**config.mk**
```make
export PLATFORM = sky130hd
export DESIGN_NAME = dac_spi_serializer
export DESIGN_NICKNAME = d
export VERILOG_FILES = /design/src/rtl/dac_spi_serializer_pkg.sv /design/src/rtl/dac_spi_serializer_spi_clk_divider.sv /design/src/rtl/dac_spi_serializer.sv
export SDC_FILE = /design/constraint.sdc
export NUM_CORES = 1
export LEC_CHECK = 0
export ABC_AREA = 1
export BUFFER_PORTS_ARGS = -buffer_cell sky130_fd_sc_hd__buf_4
export CELL_PAD_IN_SITES_DETAIL_PLACEMENT = 1
export CELL_PAD_IN_SITES_GLOBAL_PLACEMENT = 1
export CORE_MARGIN = 5
export CORE_UTILIZATION = 45
export DETAILED_ROUTE_END_ITERATION = 8
export PLACE_DENSITY = 0.8
export SETUP_SLACK_MARGIN = 0.1
export SLEW_MARGIN = 0
export SYNTH_ARGS = -nofsm -noshare
export SYNTH_HDL_FRONTEND = slang
export SYNTH_SLANG_ARGS = --single-unit
```
**constraint.sdc**
```tcl
create_clock -name caravel_wb_clk_i -period 2.5 [get_ports caravel_wb_clk_i]
set_input_delay 0.25 -clock caravel_wb_clk_i [delete_from_list [all_inputs] [get_ports caravel_wb_clk_i]]
set_output_delay 0.25 -clock caravel_wb_clk_i [all_outputs]
set_load 0.1 [all_outputs]
```
**src/rtl/dac_spi_serializer_pkg.sv**
```systemverilog
// Shared definitions for the DAC SPI serializer: FSM state encoding, frame size
// and the helper that assembles a frame word from a sample.
package dac_spi_serializer_pkg;

    localparam int FRAME_BITS = 16;

    typedef enum logic [1:0] {
        IDLE  = 2'd0,
        SETUP = 2'd1,
        SHIFT = 2'd2,
        HOLD  = 2'd3
    } state_e;

    function automatic logic [FRAME_BITS-1:0] makeFrame(input logic [3:0] cmd,
                                                        input logic [7:0] sample);
        return {cmd, sample, 4'b0000};
    endfunction

endpackage

```
**src/rtl/dac_spi_serializer_spi_clk_divider.sv**
```systemverilog
// Half-period timer for the SPI engine: while running, emits a one-cycle tick
// every CLK_DIV system clocks; held at zero while stopped.
module spi_clk_divider #(
    parameter int unsigned CLK_DIV = 4
) (
    input  logic clk_i,
    input  logic rst_ni,
    input  logic run_i,
    output logic tick_o
);

    localparam logic [7:0] DivLast = 8'(CLK_DIV - 1);

    logic [7:0] divCnt_q;
    logic [7:0] divCnt_d;

    assign tick_o = run_i && (divCnt_q == DivLast);

    always_comb begin
        divCnt_d = divCnt_q;
        if (!run_i || tick_o) begin
            divCnt_d = '0;
        end else begin
            divCnt_d = divCnt_q + 8'd1;
        end
    end

    always_ff @(posedge clk_i or negedge rst_ni) begin
        if (!rst_ni) begin
            divCnt_q <= '0;
        end else begin
            divCnt_q <= divCnt_d;
        end
    end

endmodule

```
**src/rtl/dac_spi_serializer.sv**
```systemverilog
// Serialises each new 8-bit generator sample to an SPI DAC as a 16-bit mode-0
// frame, and flags samples that were overwritten before they could be sent.
module dac_spi_serializer
    import dac_spi_serializer_pkg::*;
#(
    parameter int unsigned CLK_DIV  = 4,
    parameter logic [3:0]  CMD_BITS = 4'b0011
) (
    input  logic       caravel_wb_clk_i,
    input  logic       caravel_wb_rst_ni,
    input  logic       enable_i,
    input  logic [7:0] dac_i,
    input  logic       ovr_clr_i,
    output logic       spi_cs_n_o,
    output logic       spi_sclk_o,
    output logic       spi_sdo_o,
    output logic       busy_o,
    output logic       ovr_o
);

    state_e                state_q, state_d;
    logic                  csN_q, csN_d;
    logic                  sclk_q, sclk_d;
    logic                  sdo_q, sdo_d;
    logic [FRAME_BITS-1:0] shift_q, shift_d;
    logic [4:0]            bitCnt_q, bitCnt_d;
    logic [7:0]            lastSent_q, lastSent_d;
    logic                  forceSend_q, forceSend_d;
    logic                  enPrev_q;
    logic [7:0]            dacPrev_q;
    logic [1:0]            chgCnt_q, chgCnt_d;
    logic                  ovr_q, ovr_d;

    logic                  busy;
    logic                  tick;
    logic                  launch;
    logic                  dacChanged;
    logic [FRAME_BITS-1:0] frameWord;

    assign busy       = (state_q != IDLE);
    assign launch     = (state_q == IDLE) && enable_i && (forceSend_q || (dac_i != lastSent_q));
    assign dacChanged = (dac_i != dacPrev_q);
    assign frameWord  = makeFrame(CMD_BITS, dac_i);

    spi_clk_divider #(
        .CLK_DIV(CLK_DIV)
    ) uDiv (
        .clk_i  (caravel_wb_clk_i),
        .rst_ni (caravel_wb_rst_ni),
        .run_i  (busy),
        .tick_o (tick)
    );

    always_comb begin
        state_d    = state_q;
        csN_d      = csN_q;
        sclk_d     = sclk_q;
        sdo_d      = sdo_q;
        shift_d    = shift_q;
        bitCnt_d   = bitCnt_q;
        lastSent_d = lastSent_q;
        unique case (state_q)
            IDLE: begin
                if (launch) begin
                    shift_d    = frameWord;
                    lastSent_d = dac_i;
                    csN_d      = 1'b0;
                    sclk_d     = 1'b0;
                    sdo_d      = frameWord[FRAME_BITS-1];
                    bitCnt_d   = '0;
                    state_d    = SETUP;
                end
            end
            SETUP: begin
                if (tick) state_d = SHIFT;
            end
            SHIFT: begin
                // Falling SCLK edge: advance to the next bit, or close the frame after the last one.
                if (tick) begin
                    if (!sclk_q) begin
                        sclk_d = 1'b1;
                    end else begin
                        sclk_d   = 1'b0;
                        shift_d  = {shift_q[FRAME_BITS-2:0], 1'b0};
                        sdo_d    = shift_q[FRAME_BITS-2];
                        bitCnt_d = bitCnt_q + 5'd1;
                        if (bitCnt_q == 5'(FRAME_BITS - 1)) begin
                            csN_d   = 1'b1;
                            sdo_d   = 1'b0;
                            state_d = HOLD;
                        end
                    end
                end
            end
            HOLD: begin
                if (tick) state_d = IDLE;
            end
            default: state_d = IDLE;
        endcase
    end

    // A newly raised enable forces one frame even if the sample did not change.
    always_comb begin
        forceSend_d = forceSend_q;
        chgCnt_d    = chgCnt_q;
        ovr_d       = ovr_q;
        if (launch) begin
            forceSend_d = 1'b0;
        end else if (enable_i && !enPrev_q) begin
            forceSend_d = 1'b1;
        end
        if (launch) begin
            chgCnt_d = '0;
        end else if (busy && dacChanged && (chgCnt_q != 2'd2)) begin
            chgCnt_d = chgCnt_q + 2'd1;
        end
        if (busy && dacChanged && (chgCnt_q == 2'd1)) begin
            ovr_d = 1'b1;
        end else if (ovr_clr_i) begin
            ovr_d = 1'b0;
        end
    end

    always_ff @(posedge caravel_wb_clk_i or negedge caravel_wb_rst_ni) begin
        if (!caravel_wb_rst_ni) begin
            state_q     <= IDLE;
            csN_q       <= 1'b1;
            sclk_q      <= 1'b0;
            sdo_q       <= 1'b0;
            shift_q     <= '0;
            bitCnt_q    <= '0;
            lastSent_q  <= '0;
            forceSend_q <= 1'b1;
            enPrev_q    <= 1'b0;
            dacPrev_q   <= '0;
            chgCnt_q    <= '0;
            ovr_q       <= 1'b0;
        end else begin
            state_q     <= state_d;
            csN_q       <= csN_d;
            sclk_q      <= sclk_d;
            sdo_q       <= sdo_d;
            shift_q     <= shift_d;
            bitCnt_q    <= bitCnt_d;
            lastSent_q  <= lastSent_d;
            forceSend_q <= forceSend_d;
            enPrev_q    <= enable_i;
            dacPrev_q   <= dac_i;
            chgCnt_q    <= chgCnt_d;
            ovr_q       <= ovr_d;
        end
    end

    assign spi_cs_n_o = csN_q;
    assign spi_sclk_o = sclk_q;
    assign spi_sdo_o  = sdo_q;
    assign busy_o     = busy;
    assign ovr_o      = ovr_q;

endmodule
```
# --- After elaboration in Yosys (flattened, before gate mapping) ---
# Cells that the tools add are included.
word_totals:
  reg_bits: 54
  inputBits: 12
op_classes:
  addsub: 3
  n_eq_ne: 15
  mux: 34
  reduce_logical: 22
ops:
  columns: ["operator", "n"]
  rows:
  - ["15-bit 2-to-1 mux", 3]
  - ["15-bit one-hot mux with 2 select lines", 1]
  - ["2-bit 2-to-1 mux", 8]
  - ["8-bit != test", 2]
  - ["5-bit 2-to-1 mux", 3]
  - ["1-bit 2-to-1 mux", 13]
  - ["5-bit one-hot mux with 2 select lines", 1]
  - ["2-bit nonzero test", 5]
  - ["8-bit by 1-bit adder with 8-bit output (second input constant)", 1]
  - ["8-bit by 2-bit equality test with 1-bit output (second input constant)", 1]
  - ["8-bit 2-to-1 mux", 1]
  - ["2-bit != test (second input constant)", 4]
  - ["2-bit one-hot mux with 4 select lines", 1]
  - ["1-bit logical AND", 7]
  - ["2-bit by 1-bit != test with 1-bit output (second input constant)", 3]
  - ["1-bit one-hot mux with 2 select lines", 3]
  - ["6-bit AND reduction", 1]
  - ["5-bit by 1-bit adder with 5-bit output (second input constant)", 1]
  - ["5-bit by 4-bit equality test with 1-bit output (second input constant)", 1]
  - ["5-bit AND reduction", 1]
  - ["2-bit by 1-bit equality test with 1-bit output (second input constant)", 2]
  - ["2-bit equality test (second input constant)", 2]
  - ["4-bit AND reduction", 1]
  - ["3-bit AND reduction", 1]
  - ["other kinds (5)", 7]

# --- Logic depth before layout (Yosys ltp) ---
# Gate-level depths: netlist (run 1).
logic_depth:
  ltp_word: 5
  depth_mapped: 12

# --- Cells and area by module ---
# Synthesis (run 1) repeated with hierarchy kept, for this count alone.
unflattened:
  cells_unflattened: 308
  hier_area_um2: 2616.3
by_module_without_submodules:
  columns: ["module", "n_inst", "cells_each", "area_per_inst_um2"]
  rows:
  - ["dac_spi_serializer", 1, 252, 2190.9]
  - ["spi_clk_divider", 1, 56, 425.4]

# --- Worst setup path before layout (run 1) ---
# OpenSTA, ideal clock, no wires.
synth_path:
  path_type: "reg2reg"
  startpoint: "register state_q[0]"
  endpoint: "register shift_q[12]"
  arrival_time_ps: 2373
  required_time_ps: 2378
  setup_slack_ps: 5
  stages_incl_launch_ff: 13
  n_path_buf: 2
  path_cell_list: "dfrtp_1 > inv_1 > ha_1 > clkbuf_2 > inv_1 > nand3_2 > nand2_4 > inv_2 > a21oi_4 > nand2_4 > buf_6 > nand2_1 > nand2_1"
synth_between:
  elab_cells_between_ends: 12
synth_rtl:
  columns: ["element", "line_no", "source"]
  rows:
  - ["start: declaration", "dac_spi_serializer.sv:21", "state_e state_q, state_d;"]
  - ["start signal: assignment", "dac_spi_serializer.sv:139", "state_q <= state_d;"]
  - ["2-bit nonzero test", "dac_spi_serializer.sv:40", "assign busy = (state_q != IDLE);"]
  - ["net busy_o", "dac_spi_serializer.sv:17", "output logic busy_o,"]
  - ["1-bit logical AND", "dac_spi_serializer_spi_clk_divider.sv:17", "assign tick_o = run_i && (divCnt_q == DivLast);"]
  - ["2-bit by 1-bit != test with 1-bit output (no source line)", null, null]
  - ["4-bit AND reduction (no source line)", null, null]
  - ["end signal: assignment", "dac_spi_serializer.sv:143", "shift_q <= shift_d;"]
  - ["end: declaration", "dac_spi_serializer.sv:25", "logic [FRAME_BITS-1:0] shift_q, shift_d;"]
# The timed path passes the listed nets, and every way through them passes these cells.
# A chain may end at the register's enable or synchronous reset.

# --- Worst setup path after layout (run 1) ---
layout_path:
  startpoint: "register state_q[1]"
  endpoint: "register shift_q[5]"
layout_between:
  elab_chain_len: 5
  elab_cells_between_ends: 12
layout_rtl:
  columns: ["element", "line_no", "source"]
  rows:
  - ["2-bit logical NOT", "dac_spi_serializer.sv:41, dac_spi_serializer.sv:62", null]
  - ["1-bit logical AND (2 in a row)", "dac_spi_serializer.sv:41", "assign launch = (state_q == IDLE) && enable_i && (forceSend_q || (dac_i != lastSent_q));"]
  - ["2-bit != test (no source line)", null, null]
  - ["4-bit AND reduction (no source line)", null, null]
# Parallel ways exist; a longest one is shown, timed or not.

==> results of run 1 <==
per-stage QoR:
step           cells  area, µm²  util, %  setup slack, ns  hold slack, ns
3_5_place_dp     393       2770     50.0            0.450           0.326
4_1_cts          402       2900     52.3            0.421          0.0606
3_3_place_gp     393       2770     50.0            0.546           0.322
5_1_grt          402       2900     52.3            0.219          0.0508
6_report         402       2900     52.3            0.449          0.0604
2_1_floorplan    310       2580        -            0.320         -0.0456
final timing paths:
kind,depth (start not counted),endpoint,slack (ns)
max,7,shift_q[5],0.45
min,1,dacPrev_q[1],0.06
max reg2reg,7,shift_q[5],0.45
min reg2reg,1,uDiv.divCnt_q[0],0.47
max in group asynchronous,2,bitCnt_q[4],1.55
min in group asynchronous,2,ovr_o,0.51
registers in the layout, indices dropped and copies added (netlist names):
signal         flops
forceSend_q        1
spi_sclk_o         1
uDiv.divCnt_q      8
lastSent_q         8
state_q            2
enPrev_q           1
shift_q           11
ovr_o              1
spi_cs_n_o         1
dacPrev_q          8
chgCnt_q           2
bitCnt_q           5
spi_sdo_o          1
what timing repair did:
item,in CTS,in global routing
endpoints found under the hold margin,48,0
hold buffers,1,0
setup endpoints to repair,0,0
buffers inserted,0,0
cell families (layout without fill, tap and decap cells):
family | after synthesis | after routing
AND/OR/NAND/NOR | 164 | 164
XOR/XNOR | 10 | 10
buffers and inverters | 45 | 65
flip-flops | 50 | 50
AO/OA/AOI/OAI | 30 | 30
adder cells (fa/ha/maj) | 11 | 11
routing by layer:
metal	wire length, µm	GRT usage [%]	vias up	part of all wire (%)
li1	-	-	1014	-
met1	2660	22.0	992	48
met2	2610	29.1	30	47
met3	209	3.17	7	3.8
met4	63	4.03	0	1.1
met5	0	0	-	0
cell usage in the layout (no fill, tap or decap), types with 2 or more instances in the layout:
master and n:
buf_4 20, o21ai_0 19, nand2_1 89, nor3b_1 3
a21oi_1 5, ha_1 11, nand3_1 22, nand3b_1 2
nand2_4 2, nor3_1 6, dfstp_2 2, nor4_1 2
inv_2 3, nand4_1 3, clkbuf_8 5, inv_1 31
inv_6 2, nor2_1 25, dfrtp_1 48, or2_2 5
xnor2_1 9, o2111ai_1 3
layout make-up:
type	instances	area [µm²]	share of cell area (%)
clock inverter	3	47.5	1.64
sequential	50	1250	43.3
tap	72	90.1	3.11
clock buffer	5	68.8	2.38
timing repair buffer	21	160	5.53
multi-input combinational	215	1140	39.2
inverter	36	139	4.80
power by group through the flow:
stage	registers [mW]	clock network, mW	logic, mW
finish	1.24	0.607	1.63
floorplan	1.37	0	1.15
detailed placement	1.25	0	1.65
CTS	1.24	0.624	1.67
global route	1.27	0.653	1.86
global placement	1.24	0	1.59
==> flow_metrics.py, run 1 <==
metrics = {
    "status": {
        "status": "finished, final reports clean",
    },
    "power": {
        "p_sw_mw": 1.58,
        "power_frac_comb_pct": 46.9,
        "ir_drop_mv": 0.544,
        "power_frac_clock_pct": 17.5,
        "internal_power_mw": 1.89,
        "power_mw": 3.47,
        "switching_share_pct": 45.6,
        "leakage_nw": 1.45,
        "seq_power_share_pct": 35.6,
        "p_per_area_nw_per_um2": 1200,
    },
    "placement": {
        "port-buffer-count": 16,
        "place_congestion": 0.775,
        "hpwl_um": 4010,
    },
    "synth": {
        "synth_most_common_cell": "nand2_1",
        "synth_xor_area_share_pct": 3.40,
        "synth-seq-cells": 50,
        "synth_top_cell_area_share_pct": 46.6,
        "synth-compound-area-share_pct": 7.04,
        "yosysSeqAreaShare_pct": 48.7,
        "ys_async_sr_fraction_pct": 100,
        "synth.area.mux_share_pct": 0,
        "synth_area_leader_cell": "dfrtp_1",
        "synth_top_family_by_area": "simple AND/OR/NAND/NOR gates",
        "yosys.area_share.simple_pct": 28.3,
        "synth_cells": 310,
        "synth.distinct_cells": 33,
        "yosysWarningCount": 0,
        "syn_nets": 333,
        "yosys-top-cells-count": "89 x nand2_1, 48 x dfrtp_1, 32 x inv_1, 25 x nor2_1, 22 x nand3_1",
        "synth.top_cells.by_area": "dfrtp_1 47%, nand2_1 13%, ha_1 5.3%, inv_1 4.7%, nand3_1 4.3%",
        "synthAdderAreaFrac_pct": 5.34,
        "synth_ff_type": "dfrtp_1",
        "syn_area_per_cell_um2": 8.31,
        "syn_area_um2": 2580,
        "synth_enable_flop_cells": 0,
    },
    "sta": {
        "hold_viol_final": 0,
        "fin_tns_setup_ns": 0,
        "setup_viol": 0,
        "period_minus_slack_ns": 2.05,
        "timing.final.crit_share_pct": 82.0,
        "max_slew_margin_pct": 56.8,
        "tightest_slew_ns": 0.648,
        "clock-skew-final_ns": 0.0101,
        "drv_slew": 0,
        "grt_setup_unrepaired": "no",
        "fmax_mhz": 488,
    },
    "final_layout": {
        "drive_above_1_share_pct": 14.2,
        "area_growth_pct": 12.4,
        "antennaDiodeCount": 0,
        "fillerInstances": 689,
        "final_nets": 352,
    },
    "worst_setup_path": {
        "cpPeakStageDelay_ns": 0.45,
        "critPathSlowestCell": "nor2_2",
        "crit_chain": "inv_1, ha_1, nor2_1, nor2_2, nand2_4, nand2_1, nand2_1",
        "cp.arrival_ns": 2.26,
        "cpMostUsedCell": "nand2_1",
        "end_kind": "flop",
        "start_kind": "flop",
        "r2r-start": "state_q[1]",
        "path_max_fanout": 17,
        "criticalPathCategory": "reg -> reg",
        "crit_buf_inv": 1,
        "path_delay_family": "simple AND/OR/NAND/NOR gates",
        "cp-startpoint": "state_q[1]",
        "required_ns": 2.71,
    },
    "grt": {
        "track_usage_pct": 16.9,
        "grt_pass1_wl_um": 10100,
        "antenna_found_initial": 0,
        "grt_max_degree": 51,
        "grt_pass1_vias": 2198,
        "grt_overflow": 0,
    },
    "cts": {
        "clock-sinks": 50,
        "root_buffer": "clkbuf_8",
        "cts_tree": "done",
        "cts_buffers": 5,
        "h-tree-depth": 2,
        "postCtsResizedCells": 0,
        "worstSkewPairLatency_ns": 0.31,
        "clkTransAtPathRegs_ns": 0.10,
        "clockBufferDepth": 2,
    },
    "detailed_routing": {
        "viasPerCell": 5.08,
        "dr.pass1.iters": 4,
        "dr_total_vias": 2043,
        "drt_wl_total_um": 5550,
        "first_iter_violations": 98,
        "routedWlPerCell_um": 13.8,
        "ant_nets": 0,
        "route.detailed.drc": 0,
    },
    "die": {
        "die_y_um": 85.7,
        "initial_utilization_pct": 46.5,
        "row_count": 27,
        "die_w_um": 85.7,
        "pin_count": 17,
        "dieArea_um2": 7340,
        "core-area_um2": 5540,
    },
    "hold_path": {
        "hold_start": "dac_i[1]",
        "min_path_type": "in -> reg",
    },
    "job": {
        "cap_violations": 0,
    },
}
Note: power is estimated with default switching activity, not from simulation.
==> run 2: changes to the inputs <==
==> constraint.sdc (replaced) <==
create_clock -name caravel_wb_clk_i -period 2.1 [get_ports caravel_wb_clk_i]
set_input_delay 0.21 -clock caravel_wb_clk_i [delete_from_list [all_inputs] [get_ports caravel_wb_clk_i]]
set_output_delay 0.21 -clock caravel_wb_clk_i [all_outputs]
set_load 0.1 [all_outputs]
==> flow_metrics.py, run 2 (synthesis results as in run 1) <==
metrics = {
    "worst_setup_path": {
        "cp-startpoint": "state_q[1]",
        "path_delay_family": "buffers and inverters",
        "rrSetupSlack_ns": 0.23,
        "cp.arrival_ns": 2.06,
        "start_kind": "flop",
        "end_kind": "flop",
        "cpMostUsedCell": "nand2_1",
        "path_max_fanout": 10,
        "criticalPathCategory": "reg -> reg",
        "cpPeakStageDelay_ns": 0.43,
        "crit_chain": "inv_2, ha_2, buf_4, nand2_1, o21bai_2, a21oi_4, buf_6, nand2_1, nand2_1, nand2_1",
        "r2r-start": "state_q[1]",
        "required_ns": 2.30,
        "crit_buf_inv": 3,
        "critPathSlowestCell": "dfrtp_1",
    },
    "detailed_routing": {
        "dr.pass1.iters": 4,
        "first_iter_violations": 71,
        "routedWlPerCell_um": 13.9,
        "drt_wl_total_um": 5650,
        "viasPerCell": 5.05,
        "dr_total_vias": 2050,
        "route.detailed.drc": 0,
        "ant_nets": 0,
    },
    "cts": {
        "cts_tree": "done",
        "root_buffer": "clkbuf_8",
        "h-tree-depth": 2,
        "clock-sinks": 50,
        "worstSkewPairLatency_ns": 0.31,
        "cts_buffers": 5,
        "clockBufferDepth": 2,
        "clkTransAtPathRegs_ns": 0.09,
    },
    "final_layout": {
        "final_common_cell": "nand2_1",
        "final_nets": 356,
        "antennaDiodeCount": 0,
        "final_cell_mix": "89 x nand2_1, 47 x dfrtp_1, 29 x inv_1, 25 x nor2_1, 23 x buf_4",
        "top_register": "shift_q",
        "instances_no_fill": 406,
        "largest_register_ff_count": 11,
        "fillerInstances": 677,
        "drive_above_1_share_pct": 16.8,
        "area_growth_pct": 14.2,
    },
    "placement": {
        "dp.cells": 397,
        "port-buffer-count": 16,
        "place_congestion": 0.815,
        "hpwl_um": 4130,
        "pre_cts_ws_ns": 0.0310,
    },
    "sta": {
        "fin_ws_ns": 0.232,
        "tightest_slew_ns": 0.641,
        "clock-skew-final_ns": 0.00657,
        "max_slew_margin_pct": 57.2,
        "timing.final.crit_share_pct": 89.0,
        "grt_setup_unrepaired": "no",
        "setup_viol": 0,
        "drv_slew": 0,
        "fmax_mhz": 535,
        "hold_viol_final": 0,
        "timing.hold.ws_ns": 0.0250,
        "period_minus_slack_ns": 1.87,
    },
    "power": {
        "leakage_nw": 1.46,
        "power_mw": 4.23,
        "p_per_area_nw_per_um2": 1440,
        "ir_drop_mv": 1.00,
    },
    "grt": {
        "grt.busiest_layer": "met2",
        "grt_overflow": 0,
        "grt_pass1_wl_um": 10100,
        "antenna_found_initial": 0,
        "grt_max_degree": 51,
        "grt_pass1_vias": 2229,
        "met1_usage_pct": 20.9,
        "track_usage_pct": 17.0,
        "met3_usage_pct": 3.94,
        "grt_use_met2_pct": 30.1,
    },
    "die": {
        "dieArea_um2": 7340,
        "initial_utilization_pct": 46.5,
        "pin_count": 17,
        "row_count": 27,
        "core-area_um2": 5540,
        "die_y_um": 85.7,
        "die_w_um": 85.7,
    },
    "hold_path": {
        "hold_start": "dac_i[1]",
        "min_path_type": "in -> reg",
    },
    "status": {
        "status": "finished, final reports clean",
    },
    "job": {
        "cap_violations": 0,
    },
}
==> run 2: cell types whose count changed in the layout (fill, tap and decap cells not counted), sizes merged <==
cell	previous run	this run
buf	20	24
inv	36	34
clkbuf	5	6
clkinvlp	1	2
==> run 2: worst paths after layout <==
path	endpoint	cells past startpoint
min in group asynchronous	enPrev_q	2
max in group asynchronous	spi_sclk_o	2
max reg2reg	state_q[0]	10
max	state_q[0]	10
min reg2reg	uDiv.divCnt_q[0]	1
min	dacPrev_q[1]	1
==> run 2: where the power goes <==
part	internal (mW)	switching, mW	total (mW)
sequential	1.28	0.202	1.48
combinational	0.678	1.37	2.05
clock	0.356	0.341	0.697
total	2.31	1.92	4.23
==> run 2: final cells by class <==
cell class	instances	area (µm²)	area share, %
well taps	72	90.1	3.06
inverters	36	139	4.72
multi-input cells	215	1150	39.2
clock buffers	6	72.6	2.47
clock inverters	2	37.5	1.28
repair buffers	25	194	6.59
flip-flops and latches	50	1250	42.7
==> run 2: what timing repair did <==
item,CTS,global route
gates cloned,0,0
hold endpoints to repair,48,0
gates resized for setup,1,1
hold buffers,1,0
setup endpoints to repair,17,1
setup buffers,0,0
==> run 2: through the flow <==
| stage | setup TNS (ns) | instance area [µm²] | util (%) |
|---|---|---|---|
| after floorplan | -0.0989 | 2600 | - |
| after global placement | 0 | 2810 | 50.8 |
| after detailed placement | 0 | 2810 | 50.8 |
| after CTS | 0 | 2940 | 53.0 |
| after global routing | 0 | 2940 | 53.1 |
| final | 0 | 2940 | 53.1 |
==> run 2: worst reg2reg max path: cells and delay by family, from the launching register on <==
| kind | cells | cell delay, ns |
|---|---|---|
| fa+ha+maj | 1 | 0.18 |
| flops | 1 | 0.43 |
| buf+inv | 3 | 0.44 |
| simple gates | 4 | 0.27 |
| compound gates | 2 | 0.44 |
==> run 2: per-layer routing <==
metal,wire (µm),up-vias
li1,-,1021
met1,2620,1003
met2,2820,20
met3,144,6
met4,72,0
met5,0,-
==> run 3: changes to the inputs <==
--- a/config.mk
+++ b/config.mk
@@ -11,6 +11,7 @@
 export CELL_PAD_IN_SITES_GLOBAL_PLACEMENT = 1
 export CORE_MARGIN = 5
 export CORE_UTILIZATION = 45
+export CTS_BUF_LIST = sky130_fd_sc_hd__clkbuf_4 sky130_fd_sc_hd__clkbuf_8 sky130_fd_sc_hd__clkbuf_16
 export DETAILED_ROUTE_END_ITERATION = 8
 export PLACE_DENSITY = 0.8
 export SETUP_SLACK_MARGIN = 0.1
==> flow_metrics.py, run 3 (synthesis results as in run 1) <==
metrics = {
    "die": {
        "row_count": 27,
        "dieArea_um2": 7340,
        "core-area_um2": 5540,
        "die_y_um": 85.7,
        "die_w_um": 85.7,
        "initial_utilization_pct": 46.5,
        "pin_count": 17,
    },
    "grt": {
        "met3_usage_pct": 3.94,
        "track_usage_pct": 17.0,
        "grt_overflow": 0,
        "grt_use_met2_pct": 30.1,
        "grt_pass1_wl_um": 10100,
        "grt_pass1_vias": 2229,
        "grt.busiest_layer": "met2",
        "met1_usage_pct": 20.9,
        "antenna_found_initial": 0,
        "grt_max_degree": 51,
    },
    "sta": {
        "setup_viol": 0,
        "fmax_mhz": 535,
        "timing.final.crit_share_pct": 89.0,
        "fin_tns_setup_ns": 0,
        "grt_setup_unrepaired": "no",
        "max_slew_margin_pct": 57.2,
        "drv_slew": 0,
        "hold_viol_final": 0,
        "tightest_slew_ns": 0.642,
        "period_minus_slack_ns": 1.87,
        "clock-skew-final_ns": 0.00588,
        "timing.hold.ws_ns": 0.0250,
    },
    "cts": {
        "clkTransAtPathRegs_ns": 0.09,
        "worstSkewPairLatency_ns": 0.31,
        "clock-sinks": 50,
        "root_buffer": "clkbuf_8",
        "cts_buffers": 5,
        "clockBufferDepth": 2,
        "post_cts_buffers": 0,
        "h-tree-depth": 2,
        "cts_tree": "done",
    },
    "detailed_routing": {
        "dr.pass1.iters": 4,
        "first_iter_violations": 70,
        "ant_nets": 0,
        "routedWlPerCell_um": 13.9,
        "route.detailed.drc": 0,
        "viasPerCell": 5.05,
        "dr_total_vias": 2051,
        "drt_wl_total_um": 5650,
    },
    "power": {
        "p_per_area_nw_per_um2": 1440,
        "power_mw": 4.24,
        "ir_drop_mv": 1.00,
        "leakage_nw": 1.46,
    },
    "final_layout": {
        "final_cell_mix": "89 x nand2_1, 47 x dfrtp_1, 29 x inv_1, 25 x nor2_1, 23 x buf_4",
        "fillerInstances": 677,
        "multi_input_area_um2": 1150,
        "final_common_cell": "nand2_1",
        "register_area_um2": 1250,
        "final_nets": 356,
        "drive_above_1_share_pct": 17.1,
        "largest_register_ff_count": 11,
        "antennaDiodeCount": 0,
        "area_growth_pct": 14.3,
        "top_register": "shift_q",
        "final_util_pct": 53.2,
    },
    "worst_setup_path": {
        "end_kind": "flop",
        "path_max_fanout": 10,
        "start_kind": "flop",
        "required_ns": 2.30,
        "criticalPathCategory": "reg -> reg",
        "cp.arrival_ns": 2.06,
    },
    "placement": {
        "hpwl_um": 4130,
        "place_congestion": 0.815,
        "port-buffer-count": 16,
    },
    "status": {
        "status": "finished, final reports clean",
    },
    "hold_path": {
        "min_path_type": "in -> reg",
    },
    "job": {
        "cap_violations": 0,
    },
}
[run 3: path summary, 6_finish.rpt]
path | from | end | slack (ns) | cells after the start
max | state_q[1] | state_q[0] | 0.23 | 10
min | dac_i[1] | dacPrev_q[1] | 0.02 | 1
max reg2reg | state_q[1] | state_q[0] | 0.23 | 10
min reg2reg | uDiv.divCnt_q[0] | uDiv.divCnt_q[0] | 0.47 | 1
max in group asynchronous | caravel_wb_rst_ni | spi_sclk_o | 1.17 | 2
min in group asynchronous | caravel_wb_rst_ni | enPrev_q | 0.46 | 2
[run 3: through the flow]
step / setup slack, ns / instances / cell area (µm²)
2_1_floorplan: -0.0143 / 310 / 2600
3_3_place_gp: 0.132 / 397 / 2810
3_5_place_dp: 0.0310 / 397 / 2810
4_1_cts: 0.188 / 406 / 2940
5_1_grt: 0.125 / 406 / 2950
6_report: 0.232 / 406 / 2950
[run 3: where the power goes]
group	total, mW	switching [mW]	leakage [nW]	internal [mW]
logic	2.05	1.37	0.781	0.678
clock network	0.709	0.340	0.0548	0.369
registers	1.48	0.202	0.628	1.28
total	4.24	1.92	1.46	2.32
[run 3: layer usage]
metal / wire length, µm / up-vias
met5: 0 / -
met4: 72 / 0
met2: 2810 / 20
met1: 2620 / 1004
li1: - / 1021
met3: 144 / 6
[run 3: what timing repair did]
item / 4_1_cts / 5_1_grt
hold buffers: 1 / 0
setup endpoints to repair: 17 / 1
endpoints found under the hold margin: 48 / 0
gates resized for setup: 1 / 1
[run 3: cell type report]
| cell class | count | share of cell area [%] |
|---|---|---|
| flip-flops and latches | 50 | 42.6 |
| multi-input cells | 215 | 39.2 |
| repair buffers | 25 | 6.58 |
| well taps | 72 | 3.06 |
| clock inverters | 2 | 1.27 |
| inverters | 36 | 4.72 |
| clock buffers | 6 | 2.59 |
[run 3: critical path: stages, from the launching register on]
cell and delay (ns):
dfrtp_1 0.43, inv_2 0.10, ha_2 0.18, buf_4 0.17
nand2_1 0.08, o21bai_2 0.24, a21oi_4 0.20, buf_6 0.17
nand2_1 0.07, nand2_1 0.07, nand2_1 0.05
